$ cat src/rtl/prog_mem_loader_if.sv
// Host-to-loader program stream: one word per valid/ready transfer, with
// ld_last marking the final word of the program.
interface prog_mem_loader_if #(
    parameter int DW = 16
);
    logic          ld_valid;
    logic [DW-1:0] ld_data;
    logic          ld_last;
    logic          ld_ready;

    modport master (
        output ld_valid,
        output ld_data,
        output ld_last,
        input  ld_ready
    );

    modport slave (
        input  ld_valid,
        input  ld_data,
        input  ld_last,
        output ld_ready
    );
endinterface

$ cat src/rtl/prog_mem_loader.sv
// Program memory in front of the core: loads a program from a host stream,
// keeps the core stalled while loading, then serves zero-latency reads.
module prog_mem_loader #(
    parameter int DEPTH = 128,
    parameter int AW    = 7,
    parameter int DW    = 16
) (
    input  logic                clk,
    input  logic                reset,
    input  logic                start,
    prog_mem_loader_if.slave    ld,
    input  logic [AW-1:0]       proc_addr,
    output logic [DW-1:0]       proc_data,
    output logic                proc_run,
    output logic                done,
    output logic [AW:0]         count
);

    typedef enum logic [1:0] {
        IDLE = 2'd0,
        LOAD = 2'd1,
        RUN  = 2'd2
    } state_t;

    localparam logic [AW:0] LP_DEPTH = (AW + 1)'(DEPTH);
    localparam logic [AW:0] LP_ONE   = (AW + 1)'(1);

    state_t        r_state;
    state_t        w_next_state;
    logic [AW:0]   r_count;
    logic [AW:0]   w_next_count;
    logic          r_done;
    logic          w_next_done;
    logic          w_ready;
    logic          w_xfer;
    logic          w_rd_hit;
    logic [DW-1:0] r_mem [DEPTH];

    assign w_ready = (r_state == LOAD) && (r_count < LP_DEPTH);

    always_comb begin
        w_next_state = r_state;
        w_next_count = r_count;
        w_next_done  = 1'b0;
        w_xfer       = 1'b0;
        case (r_state)
            IDLE: begin
                if (start) begin
                    w_next_state = LOAD;
                    w_next_count = '0;
                end
            end
            LOAD: begin
                if (ld.ld_valid && w_ready) begin
                    w_xfer       = 1'b1;
                    w_next_count = r_count + LP_ONE;
                    // Filling the last slot ends the load even without ld_last.
                    if (ld.ld_last || (w_next_count == LP_DEPTH)) begin
                        w_next_state = RUN;
                        w_next_done  = 1'b1;
                    end
                end
            end
            RUN: begin
                if (start) begin
                    w_next_state = LOAD;
                    w_next_count = '0;
                end
            end
            default: begin
                w_next_state = IDLE;
                w_next_count = '0;
            end
        endcase
    end

    always_ff @(posedge clk or negedge reset) begin
        if (!reset) begin
            r_state <= IDLE;
            r_count <= '0;
            r_done  <= 1'b0;
        end else begin
            r_state <= w_next_state;
            r_count <= w_next_count;
            r_done  <= w_next_done;
        end
    end

    // Storage is deliberately not reset; the count gate below hides stale words.
    always_ff @(posedge clk) begin
        if (w_xfer) begin
            r_mem[r_count[AW-1:0]] <= ld.ld_data;
        end
    end

    assign w_rd_hit    = (r_state == RUN) && ({1'b0, proc_addr} < r_count);
    assign proc_data   = w_rd_hit ? r_mem[proc_addr] : '0;
    assign proc_run    = (r_state == RUN);
    assign done        = r_done;
    assign count       = r_count;
    assign ld.ld_ready = w_ready;

endmodule

$ cat src/flat_wrapper.sv
// flat-port wrapper written by rule: the top's interface ports become plain ports
module prog_mem_loader_flat 
#(
    parameter int DEPTH = 128,
    parameter int AW    = 7,
    parameter int DW    = 16
)
  (clk, reset, start, proc_addr, proc_data, proc_run, done, count, ld_ld_valid, ld_ld_data, ld_ld_last, ld_ld_ready);
  prog_mem_loader_if #(.DW(DW)) ld_i ();
  input  logic clk;
  input  logic reset;
  input  logic start;
  input  logic [AW-1:0] proc_addr;
  output logic [DW-1:0] proc_data;
  output logic proc_run;
  output logic done;
  output logic [AW:0] count;
  input wire logic [$bits(ld_i.ld_valid)-1:0] ld_ld_valid;
  input wire logic [$bits(ld_i.ld_data)-1:0] ld_ld_data;
  input wire logic [$bits(ld_i.ld_last)-1:0] ld_ld_last;
  output wire logic [$bits(ld_i.ld_ready)-1:0] ld_ld_ready;
  assign ld_i.ld_valid = ld_ld_valid;
  assign ld_i.ld_data = ld_ld_data;
  assign ld_i.ld_last = ld_ld_last;
  assign ld_ld_ready = ld_i.ld_ready;
  prog_mem_loader #(.DEPTH(DEPTH), .AW(AW), .DW(DW)) u_core (.clk(clk), .reset(reset), .start(start), .ld(ld_i), .proc_addr(proc_addr), .proc_data(proc_data), .proc_run(proc_run), .done(done), .count(count));
endmodule
$ cat config.mk
export PLATFORM = sky130hd
export DESIGN_NAME = prog_mem_loader_flat
export DESIGN_NICKNAME = d
export VERILOG_FILES = /design/src/rtl/prog_mem_loader_if.sv /design/src/rtl/prog_mem_loader.sv /design/src/flat_wrapper.sv
export SDC_FILE = /design/constraint.sdc
export NUM_CORES = 2
export LEC_CHECK = 0
export CORE_ASPECT_RATIO = 2
export CORE_MARGIN = 1
export CORE_UTILIZATION = 32
export CTS_BUF_LIST = sky130_fd_sc_hd__clkbuf_8
export DETAILED_ROUTE_END_ITERATION = 7
export REMOVE_ABC_BUFFERS = 1
export SYNTH_ARGS = -nofsm -noshare
export SYNTH_HDL_FRONTEND = slang
export SYNTH_SLANG_ARGS = --single-unit
export TNS_END_PERCENT = 5
$ cat constraint.sdc
create_clock -name clk -period 3.9 [get_ports clk]
set_clock_uncertainty 0.1 [all_clocks]
set_input_delay 0.585 -clock clk [delete_from_list [all_inputs] [get_ports clk]]
set_output_delay 0.585 -clock clk [all_outputs]
set_load 0.02 [all_outputs]
==> results.py <==
metrics = {
    "layout": {
        "finalInstanceArea_um2": 95700,
        "multiInputGateArea_um2": 17800,
        "most-common-layout-cells": "edfxtp_1, buf_4, mux4_2",
        "area_growth_pct": 18.4,
        "drive_gt1_share_pct": 33.4,
        "final-seq-area_um2": 61800,
        "mostFrequentLayoutCell": "edfxtp_1",
        "fin_nets": 4711,
        "n_fill_cell": 22500,
    },
    "hold_path": {
        "hold_class": "in -> reg",
        "hp-start": "ld_ld_data[15]",
    },
    "detailed_routing": {
        "wire_per_inst_um": 32.2,
        "drtPass1Iterations": 6,
        "initialDrtViolationCount": 4837,
        "avgViaCountPerCell": 5.39,
        "num_vias": 43900,
        "drc": 0,
        "ant_nets": 0,
        "wl_um": 262000,
    },
    "setup_path": {
        "worstReg2RegStart": "u_core.count[7]$_DFFE_PN0P_",
        "crit_top_cell": "buf_4",
        "crit_buf_inv": 7,
        "cp_cell_sequence": "buf_8 > buf_4 > buf_12 > buf_6 > mux4_2 > a22o_1 > o21ai_2 > o21ai_1 > nor3_1 > buf_4 > o22ai_2 > buf_4 > buf_4",
        "crit_slowest_cell": "mux4_2",
        "worst_ep_required_time_ns": 3.21,
        "arrival_ns": 3.47,
        "cp_top_family": "buffers and inverters",
        "critPathLaunchType": "input pin",
        "end_kind": "output port",
        "critPathKind": "in -> out",
        "worstSetupStartpoint": "proc_addr[1]",
        "max_stage_delay_ns": 0.33,
        "critPathMaxFanout": 21,
    },
    "timing": {
        "post-route-min-period_ns": 4.15,
        "rsz0062_at_grt": "true",
        "finalSetupTns_ns": -2.94,
        "max_freq_mhz": 241,
        "report.final.slew_viol_count": 0,
        "min_period_over_period_pct": 107,
        "setup_viol": 16,
        "finalHoldViolCount": 0,
        "setup_ws_ns": -0.254,
        "worstMarginPinSlew_ns": 1.31,
        "maxSlewHeadroom_pct": 12.5,
    },
    "placement": {
        "place_congestion": 0.956,
        "portBuffers": 54,
        "place_ws_ns": -1.03,
        "placed_cell_area_um2": 90100,
        "hpwl_um": 180000,
    },
    "yosys": {
        "synth_seq_area_share_pct": 76.4,
        "ys_types": 74,
        "async_reset_ff_share_pct": 0.534,
        "yosys_warnings": 0,
        "synth_edf_count": 2048,
        "syn_inst": 3851,
        "synth_seq_cells": 2059,
        "synth_area_um2": 80800,
        "post-synth-top-area-fraction_pct": 76.1,
        "synth_area_leaders": "edfxtp_1, mux4_2, mux2i_1",
        "syn_area_per_cell_um2": 21.0,
        "synth_ff_type": "edfxtp_1",
        "synth.largest_area_cell": "edfxtp_1",
    },
    "die": {
        "die_area_um2": 255000,
        "die_h_um": 713,
        "initial_core_util_pct": 32.2,
        "row_count": 260,
        "ios": 55,
        "die_width_um": 357,
        "fp.coreArea_um2": 251000,
    },
    "pwr": {
        "ir_drop_uv": 218,
        "total_power_mw": 43.5,
        "power_density_nw_per_um2": 454,
        "p_leak_nw": 31.3,
    },
    "clock_network": {
        "clkTransAtPathRegs_ns": 0.07,
        "cts_sinks": 2059,
        "clockRootBuffer": "clkbuf_8",
        "cts_tree": "yes",
        "cts_buffer_depth": 4,
        "htree_num_levels": 5,
        "clk_latency_ns": 1.02,
        "cts_made_buffers": 268,
    },
    "global_routing": {
        "track_usage_pct": 20.3,
        "grt_max_degree": 129,
        "overflow": 0,
        "antenna_found_initial": 10,
        "grt_pass1_wl_um": 359000,
        "grt_pass1_vias": 44800,
    },
    "status": {
        "status": "finished, violations left",
        "violations": "negative setup slack",
    },
    "flow_run": {
        "max_cap_viol_count": 0,
    },
}
## final timing paths
kind,to,slack (ns),cells after the start
max,proc_data[1],-0.25,13
min,u_core.r_mem[120][15]$_DFFE_PP_,0.04,2
max reg2reg,u_core.r_mem[44][10]$_DFFE_PP_,0.92,7
min reg2reg,u_core.r_state[0]$_DFFE_PN0P_,0.45,1
max in group asynchronous,u_core.count[2]$_DFFE_PN0P_,2.64,2
min in group asynchronous,u_core.count[0]$_DFFE_PN0P_,0.61,2
## power breakdown
group | total, mW | switching [mW] | leakage [nW] | internal, mW
Clock | 15.4 | 8.20 | 2.68 | 7.16
Sequential | 24.5 | 0.0323 | 18.6 | 24.4
Combinational | 3.66 | 2.30 | 10.1 | 1.36
Total | 43.5 | 10.5 | 31.3 | 32.9
## registers in the layout, indices dropped and copies added, names as in the netlist
signal          cells
u_core.done         1
u_core.count        8
u_core.r_mem     2048
u_core.r_state      2
## routing by layer
layer | GRT usage, % | routed length, um | vias up
li1 | - | - | 17800
met1 | 21.5 | 87200 | 23400
met2 | 36.1 | 137000 | 1993
met3 | 2.82 | 15200 | 664
met4 | 15.5 | 23300 | 6
met5 | 0 | 41 | -
## cell type report
class	instances	area share [%]
Sequential cell	2059	64.6
Multi-Input combinational cell	1558	18.6
Timing Repair Buffer	774	7.46
Tap cell	3275	4.28
Clock buffer	272	3.91
Clock inverter	187	1.15
Inverter	14	0.0628
Antenna cell	8	0.0209
## metrics by stage
stage	hold WS, ns	util [%]	std cells
2_1_floorplan	0.189	-	3631
3_3_place_gp	0.401	35.9	7677
3_5_place_dp	0.432	35.9	7677
6_report	0.0418	38.2	8147
5_1_grt	0.0940	38.1	8140
4_1_cts	0.0479	38.1	8138
## timing repair
item                                    CTS  global route
gates resized for setup                 122            23
hold buffers                              3             0
pin swaps                                18             4
endpoints found under the hold margin    28             0
endpoints found under the setup margin   16            16
buffers inserted                          1             0
gates cloned                              0             1
## cells in the mapped netlist (13+ instances only)
master	count
edfxtp_1	2048
mux4_2	379
mux2i_1	254
nor2_1	201
nand2_1	84
o21ai_0	68
a21oi_1	59
a221oi_1	57
clkbuf_1	53
a22oi_1	44
buf_2	44
buf_6	36
buf_4	32
nand3_1	32
a211oi_1	31
a221o_1	31
nor3_1	29
o22ai_1	27
buf_12	23
nor2b_1	22
mux4_1	21
buf_8	18
o21ai_1	17
mux2_2	15
nand2b_1	13
nor4_1	13
o211ai_1	13
## cell families after synthesis
logic type      share of synthesized area, %
mux                                     14.6
simple gates                            2.37
compound gates                          4.08
buf+inv                                 2.39
fa+ha+maj                              0.124
xor+xnor                              0.0217
flops                                   76.4
No activity file was read; power rests on OpenSTA's default activity.
